### config.mk
export PLATFORM = sky130hd
export DESIGN_NAME = fpm_round_stage
export DESIGN_NICKNAME = d
export VERILOG_FILES = /design/src/rtl/fpm_round_stage.sv
export SDC_FILE = /design/constraint.sdc
export NUM_CORES = 1
export LEC_CHECK = 0
export ABC_CLOCK_PERIOD_IN_PS = 4500
export CAP_MARGIN = 20
export CORE_AREA = 2 2 63 109
export CTS_CLUSTER_SIZE = 10
export DETAILED_ROUTE_END_ITERATION = 16
export DIE_AREA = 0 0 65 111
export DONT_BUFFER_PORTS = 1
export PLACE_DENSITY = 0.85
export SYNTH_ARGS = -nofsm -noshare
export SYNTH_HDL_FRONTEND = slang
export SYNTH_SLANG_ARGS = --single-unit
### constraint.sdc
create_clock -name clk -period 4.5 [get_ports clk]
set_clock_uncertainty 0.1 [all_clocks]
set_input_delay 0.225 -clock clk [delete_from_list [all_inputs] [get_ports clk]]
set_output_delay 0.225 -clock clk [all_outputs]
set_load 0.01 [all_outputs]
### src/rtl/fpm_round_stage.sv
// Normalise / round-to-nearest-even / pack stage behind the binary32 multiplier datapath.
// Two register stages with a valid/ready handshake; stage 1 normalises, stage 2 rounds and packs.
module fpm_round_stage #(
   parameter int EXP_W  = 10,
   parameter int MANT_W = 24
) (
   input  logic                  clk,
   input  logic                  rst,
   input  logic                  in_valid,
   output logic                  in_ready,
   input  logic                  in_sign,
   input  logic [EXP_W-1:0]      in_exp_sum,
   input  logic [2*MANT_W-1:0]   in_mant_prod,
   input  logic                  in_zero,
   output logic                  out_valid,
   input  logic                  out_ready,
   output logic [31:0]           out_result,
   output logic                  out_overflow,
   output logic                  out_underflow,
   output logic                  out_inexact
);

   localparam int PW = 2 * MANT_W;
   localparam int EW = EXP_W + 2;

   logic v1, v2;
   logic adv1, adv2;

   logic              s1_sign, s1_zero, s1_g, s1_s;
   logic [MANT_W-1:0] s1_mant;
   logic [EXP_W:0]    s1_exp;

   logic [MANT_W-1:0] n_mant;
   logic              n_g, n_s;
   logic [EXP_W:0]    n_exp;

   logic              up;
   logic [MANT_W:0]   m25;
   logic [EW-1:0]     e2;
   logic [MANT_W-2:0] frac;
   logic              ovf, unf;
   logic [31:0]       nxt_result;
   logic              nxt_ovf, nxt_unf, nxt_inx;

   // Stage 2 drains when empty or when the consumer takes the result;
   // stage 1 may then refill in the same cycle.
   assign adv2      = !v2 || out_ready;
   assign adv1      = !v1 || adv2;
   assign in_ready  = adv1;
   assign out_valid = v2;

   // Normalise: the product of two normalised significands has its MSB at bit 47 or 46.
   // NOTE: every always_comb output gets a value on every path, so no latches are inferred.
   always_comb begin
      n_mant = in_mant_prod[PW-2 -: MANT_W];
      n_g    = in_mant_prod[MANT_W-2];
      n_s    = |in_mant_prod[MANT_W-3:0];
      if (in_mant_prod[PW-1]) begin
         n_mant = in_mant_prod[PW-1 -: MANT_W];
         n_g    = in_mant_prod[MANT_W-1];
         n_s    = |in_mant_prod[MANT_W-2:0];
      end
      n_exp = {in_exp_sum[EXP_W-1], in_exp_sum}
            + {{EXP_W{1'b0}}, in_mant_prod[PW-1]};
   end

   // Round to nearest, ties to even; a carry out of the significand bumps the exponent.
   always_comb begin
      up   = s1_g && (s1_s || s1_mant[0]);
      m25  = {1'b0, s1_mant} + {{MANT_W{1'b0}}, up};
      e2   = {s1_exp[EXP_W], s1_exp} + {{(EW-1){1'b0}}, m25[MANT_W]};
      frac = m25[MANT_W] ? m25[MANT_W-1:1] : m25[MANT_W-2:0];
      ovf  = !e2[EW-1] && (e2 >= EW'(255));
      unf  = e2[EW-1] || (e2 == '0);

      nxt_result = {s1_sign, e2[7:0], frac};
      nxt_ovf    = 1'b0;
      nxt_unf    = 1'b0;
      nxt_inx    = s1_g || s1_s;
      if (s1_zero) begin
         nxt_result = 32'h0000_0000;
         nxt_inx    = 1'b0;
      end else if (ovf) begin
         nxt_result = {s1_sign, 8'hFF, 23'h0};
         nxt_ovf    = 1'b1;
         nxt_inx    = 1'b1;
      end else if (unf) begin
         nxt_result = {s1_sign, 31'h0};
         nxt_unf    = 1'b1;
         nxt_inx    = 1'b1;
      end
   end

   // Control and output registers.
   // NOTE: sequential state uses non-blocking assignments so all registers see pre-edge values.
   always_ff @(posedge clk) begin
      if (rst) begin
         v1            <= 1'b0;
         v2            <= 1'b0;
         out_result    <= '0;
         out_overflow  <= 1'b0;
         out_underflow <= 1'b0;
         out_inexact   <= 1'b0;
      end else begin
         if (adv1) v1 <= in_valid;
         if (adv2) v2 <= v1;
         if (adv2 && v1) begin
            out_result    <= nxt_result;
            out_overflow  <= nxt_ovf;
            out_underflow <= nxt_unf;
            out_inexact   <= nxt_inx;
         end
      end
   end

   // NOTE: stage-1 payload needs no reset; it is only ever observed behind v1.
   always_ff @(posedge clk) begin
      if (adv1 && in_valid) begin
         s1_sign <= in_sign;
         s1_zero <= in_zero;
         s1_mant <= n_mant;
         s1_g    <= n_g;
         s1_s    <= n_s;
         s1_exp  <= n_exp;
      end
   end

endmodule

==> reports/metrics.yaml, run 1 <==
critical_path:
  critPathRequiredTime_ns: 4.63
  r2r_slack_ns: 0.40
  arrival_ns: 4.22
  critical_path.max_fanout: 8
  crit_type: "reg -> reg"
  endpoint_kind: "flip-flop"
  cp-start-kind: "flip-flop"
power_and_ir_drop:
  peakVddDrop_v: 0.000276
  leakage_nw: 1.50
  p_per_area_nw_per_um2: 366
floorplan:
  die_h_um: 111
  std_cell_rows: 39
  die-area_um2: 7220
  ios: 101
  die_w_um: 65
  core_um2: 6390
  start_util: 0.602
hold_path:
  holdCritPathClass: "in -> reg"
sta:
  slew_viol_final: 0
  setup_violations: 0
  hold_ws_ns: 0.00576
  layout_min_cycle_time_ns: 4.10
  clock.fmax_mhz: 244
  fin_crit_sh: 0.910
  setup_tns_ns: 0
  rsz0062_at_grt: "no"
  timing_hold_violations_final: 0
  worst-slew-pin-transition_ns: 0.753
  maxSlewHeadroom: 0.498
finish:
  diodes: 0
  n_fill_cell: 481
  num-nets-final: 437
  final_cell_mix: "42 x nand2_1, 39 x edfxtp_1, 37 x dfxtp_1"
  drive_above_1_share: 0.175
  area_growth_pct: 11.1
  final_common_cell: "nand2_1"
cts:
  insertion_delay_ns: 0.33
  cts_buffers: 9
  postCtsResizedCells: 0
  cts_tree: "yes"
  cts.sinks: 76
  cts_setup_buffers: 0
  clock_path_buffers: 2
  clk_pin_slew_ns: 0.06
  clockRootBuffer: "clkbuf_16"
  cts.htree.levels: 3
global_routing:
  grt_pass1_vias: 2820
  grt_use_total: 0.243
  grt_start_max_net_pins: 40
  grt_pass1_wl_um: 13200
  antenna_found_initial: 0
  overflow: 0
placed_design:
  portBuffers: 0
  gp_congestion: 0.855
  dp_hpwl_um: 6080
flow_run:
  max_cap_viol_count: 0
drt:
  num_vias: 2782
  dr.pass1.iters: 4
  avgViaCountPerCell: 6.13
  drt_wl_total_um: 8130
  postRouteAntennaNets: 0
  drc: 0
  wire_per_inst_um: 17.9
  drt_iter0_drc: 111
logic_synthesis:
  synth_area_um2: 3850
  syn_area_per_cell_um2: 10.8
  synth-edff-count: 39
  synthCells: 356
  ys_warn_count: 0
  synth_area_leaders: "edfxtp_1 30%, dfxtp_1 19%, mux2_2 7.0%"
  ys_ff_latch: 76
  ys_seq_area_frac: 0.497
  async_reset_ff_frac: 0
  yosys_most_used_dff: "edfxtp_1"
  synthDistinctLibCells: 54
  synthesis.nets: 426
  synth_top_area_cell: "edfxtp_1"
  synth_top_cell_area_share: 0.304
status:
  outcome: "complete, no violations"
-- sequential cells by signal, summed over array words and instances (netlist names) --
signal	count
s1_s	1
out_inexact	1
out_underflow	1
v1	1
out_result	32
s1_zero	1
s1_sign	1
out_valid	1
s1_exp	11
s1_g	1
out_overflow	1
s1_mant	24
-- final cells by class --
class	count	area [um2]	share of cell area
tap	82	103	0.0240
multi-input combinational	262	1840	0.430
timing repair buffer	14	130	0.0304
sequential	76	1910	0.447
clock inverter	4	25.0	0.00585
inverter	4	15.0	0.00351
clock buffer	12	250	0.0585
-- layer usage --
metal	wire length (um)	global-route usage	up-vias
li1	-	-	1348
met1	2680	0.222	1319
met2	4630	0.443	91
met3	515	0.0893	24
met5	0	0	-
met4	301	0.133	0
-- worst max-delay path, cell delays in order (launching register included) --
cell and delay, ns:
edfxtp_1 0.35, o21a_1 0.13, ha_1 0.20, ha_1 0.25, nand4_1 0.21, nor2_1 0.21
nand4b_1 0.29, inv_1 0.20, ha_1 0.22, ha_1 0.26, and4_4 0.29, a21boi_0 0.14
nor4b_2 0.44, a211oi_4 0.12, buf_4 0.19, and2_1 0.18, a32o_1 0.21
-- metrics by stage --
| stage | power [mW] | area [um2] | cells | utilization | setup slack, ns |
|---|---|---|---|---|---|
| global placement | 0.911 | 3900 | 428 | 0.610 | 0.617 |
| finish | 1.56 | 4280 | 454 | 0.669 | 0.403 |
| CTS | 1.57 | 4270 | 453 | 0.667 | 0.388 |
| global route | 1.62 | 4280 | 454 | 0.669 | 0.0252 |
| detailed placement | 0.916 | 3900 | 428 | 0.610 | 0.419 |
| floorplan | 0.898 | 3850 | 356 | - | 0.767 |
-- cell families after synthesis --
group	count (synthesis)	share of synthesized area
xor+xnor	32	0.0728
fa+ha+maj	6	0.0195
simple gates	129	0.171
compound gates	69	0.139
buf+inv	18	0.0247
mux	26	0.0754
flops	76	0.497
-- where the power goes --
group          internal (mW)  switching [mW]  total (mW)
combinational         0.0561          0.0589       0.115
clock                  0.393           0.257       0.650
sequential             0.766          0.0325       0.798
total                   1.22           0.348        1.56
-- Yosys cell counts (4+ instances only) --
cell and instances:
a21oi_1 9, a22o_1 8, a31oi_1 8, and2_1 5, and3_1 8, clkbuf_1 7, dfxtp_1 37, edfxtp_1 39
ha_1 6, inv_1 4, mux2_2 24, nand2_1 42, nand3_1 19, nand4_1 6, nor2_1 18, nor3_1 5
nor4_1 7, o21ai_0 11, o21ai_2 11, xnor2_1 16, xor2_1 16
-- worst paths after layout --
path                          from              to  cells past startpoint
setup / recovery              s1_s  out_result[10]                     16
hold reg to reg     out_result[13]  out_result[13]                      2
setup reg to reg              s1_s  out_result[10]                     16
hold / removal    in_mant_prod[47]       s1_exp[0]                      1
-- repair_timing --
item                                    4_1_cts  5_1_grt
endpoints found under the setup margin        0        1
hold buffers                                  9        1
endpoints found under the hold margin        20        1
No activity file was read; power rests on OpenSTA's default activity.
==> inputs of run 2 (changes only) <==
- CTS_BUF_LIST: default -> sky130_fd_sc_hd__clkbuf_16
- REMOVE_ABC_BUFFERS: default -> 1
==> run 2 against run 1 <==
- sequential share of layout area is 0.53 points lower
- sequential power barely moved
- via count is 3.0% higher
- non-clock buffer count rose by 7
- clock-buffer cell count down 3
- critical path type unchanged
- critical endpoint unchanged
==> reports/metrics.yaml, run 2 (same netlist as run 1, synthesis figures left out) <==
status:
  outcome: "complete, no violations"
drt:
  drt_wl_total_um: 8470  # +4.3%
  avgViaCountPerCell: 6.22  # +1.5%
  wire_per_inst_um: 18.4  # +2.7%
  postRouteAntennaNets: 0  # unchanged
  drc: 0  # unchanged
  drt_iter0_drc: 212  # +91%
  num_vias: 2866  # +3.0%
  dr.pass1.iters: 5  # +1
sta:
  fin_crit_sh: 0.884  # -0.0266
  clock.fmax_mhz: 251  # +3.0%
  maxSlewHeadroom: 0.465  # -0.0335
  setup_ws_ns: 0.523  # +0.120 ns
  worst-slew-pin-transition_ns: 0.803  # +0.0502 ns
  setup_violations: 0  # unchanged
  layout_min_cycle_time_ns: 3.98  # -0.120 ns
  rsz0062_at_grt: "no"
  timing_hold_violations_final: 0  # unchanged
  slew_viol_final: 0  # unchanged
  setup_tns_ns: 0  # unchanged
finish:
  largest_reg_flops: 32  # unchanged
  final_common_cell: "nand2_1"
  drive_above_1_share: 0.172  # -0.00323
  diodes: 0  # unchanged
  num-nets-final: 444  # +1.6%
  area_growth_pct: 12.5
  final_cell_mix: "42 x nand2_1, 39 x edfxtp_1, 37 x dfxtp_1"
  reg_top3: "out_result x32, s1_mant x24, s1_exp x11"
  largest-register: "out_result"
floorplan:
  die_h_um: 111  # unchanged
  die_w_um: 65  # unchanged
  ios: 101  # unchanged
  start_util: 0.602  # unchanged
  std_cell_rows: 39  # unchanged
  die-area_um2: 7220  # unchanged
  core_um2: 6390  # unchanged
global_routing:
  overflow: 0  # unchanged
  antenna_found_initial: 0  # unchanged
  grt_pass1_wl_um: 13700  # +4.0%
  grt_pass1_vias: 2988  # +6.0%
  grt_use_total: 0.252  # +0.00964
  grt_start_max_net_pins: 40  # unchanged
critical_path:
  crit_buf_inv: 3  # +1
  critPathRequiredTime_ns: 4.63  # about the same
  path_cells: "o21a_1, ha_1, ha_1, nand4_1, nor2_1, nand4b_1, buf_4, inv_1, ha_1, ha_1, and4_4, a21boi_0, nor4b_2, a211oi_4, buf_4, and2_1, a32o_1"
  crit_type: "reg -> reg"
  critPathMaxStageDelay_ns: 0.45  # about the same
  cpMostUsedCell: "ha_1"
  arrival_ns: 4.10  # -0.12 ns
  critPathTopFamily: "simple AND/OR/NAND/NOR gates"
  cp-start-kind: "flip-flop"
  endpoint_kind: "flip-flop"
  r2r_start: "s1_s"
  crit_slowest_cell: "nor4b_2"
  crit_path_start: "s1_s"
  critical_path.max_fanout: 8  # unchanged
placed_design:
  pre_cts_ws_ns: 0.580  # +0.162 ns
  dp_hpwl_um: 6280  # +3.3%
  portBuffers: 0  # unchanged
  gp_congestion: 0.873  # +2.1%
cts:
  cts_tree: "yes"
  cts_buffers: 9  # unchanged
  clockRootBuffer: "clkbuf_16"
  clock_path_buffers: 2  # unchanged
  clk_pin_slew_ns: 0.06  # about the same
  cts_setup_buffers: 0  # unchanged
  insertion_delay_ns: 0.33  # about the same
  cts.htree.levels: 3  # unchanged
  cts.sinks: 76  # unchanged
power_and_ir_drop:
  p_per_area_nw_per_um2: 357  # -2.4%
  leakage_nw: 1.53  # +1.8%
  peakVddDrop_v: 0.000294  # +6.7%
hold_path:
  holdCritPathClass: "in -> reg"
  hp-start: "in_exp_sum[9]"
flow_run:
  max_cap_viol_count: 0  # unchanged
run 2: metal layers:
layer | track usage | vias to the layer above | wire length [um]
met4 | 0.191 | 0 | 536
met3 | 0.0832 | 39 | 542
met5 | 0 | - | 0
li1 | - | 1364 | -
met1 | 0.235 | 1360 | 2780
met2 | 0.436 | 103 | 4610
run 2: stage by stage:
stage	util	power [mW]	hold slack, ns	instances	instance area, um2
after floorplan	-	0.888	0.194	342	3770
after detailed placement	0.611	0.917	0.198	429	3910
after global routing	0.677	1.60	0.00358	461	4330
after CTS	0.677	1.55	0.000970	461	4330
after global placement	0.611	0.911	0.195	429	3910
final	0.677	1.54	0.00329	461	4330
run 2: path summary, 6_finish.rpt:
| path | slack (ns) | endpoint | cells after the start |
|---|---|---|---|
| min | 0.003 | s1_exp[10] | 1 |
| max reg2reg | 0.52 | out_result[10] | 17 |
| min reg2reg | 0.40 | out_result[29] | 2 |
| max | 0.52 | out_result[10] | 17 |
run 2: power breakdown:
group / internal (mW) / switching (mW)
logic: 0.0602 / 0.0606
registers: 0.766 / 0.0333
clock network: 0.365 / 0.260
total: 1.19 / 0.353
run 2: area by class of cell:
cell class,instances,area (um2)
clock buffers,9,225
clock inverters,7,33.8
fillers,486,2070
inverters,4,15.0
multi-input cells,262,1840
flip-flops and latches,76,1910
well taps,82,103
repair buffers,21,198
run 2: what timing repair did:
action,CTS,global route
hold buffers,16,0
endpoints found under the hold margin,25,0
gates resized for setup,0,0
setup endpoints to repair,0,0
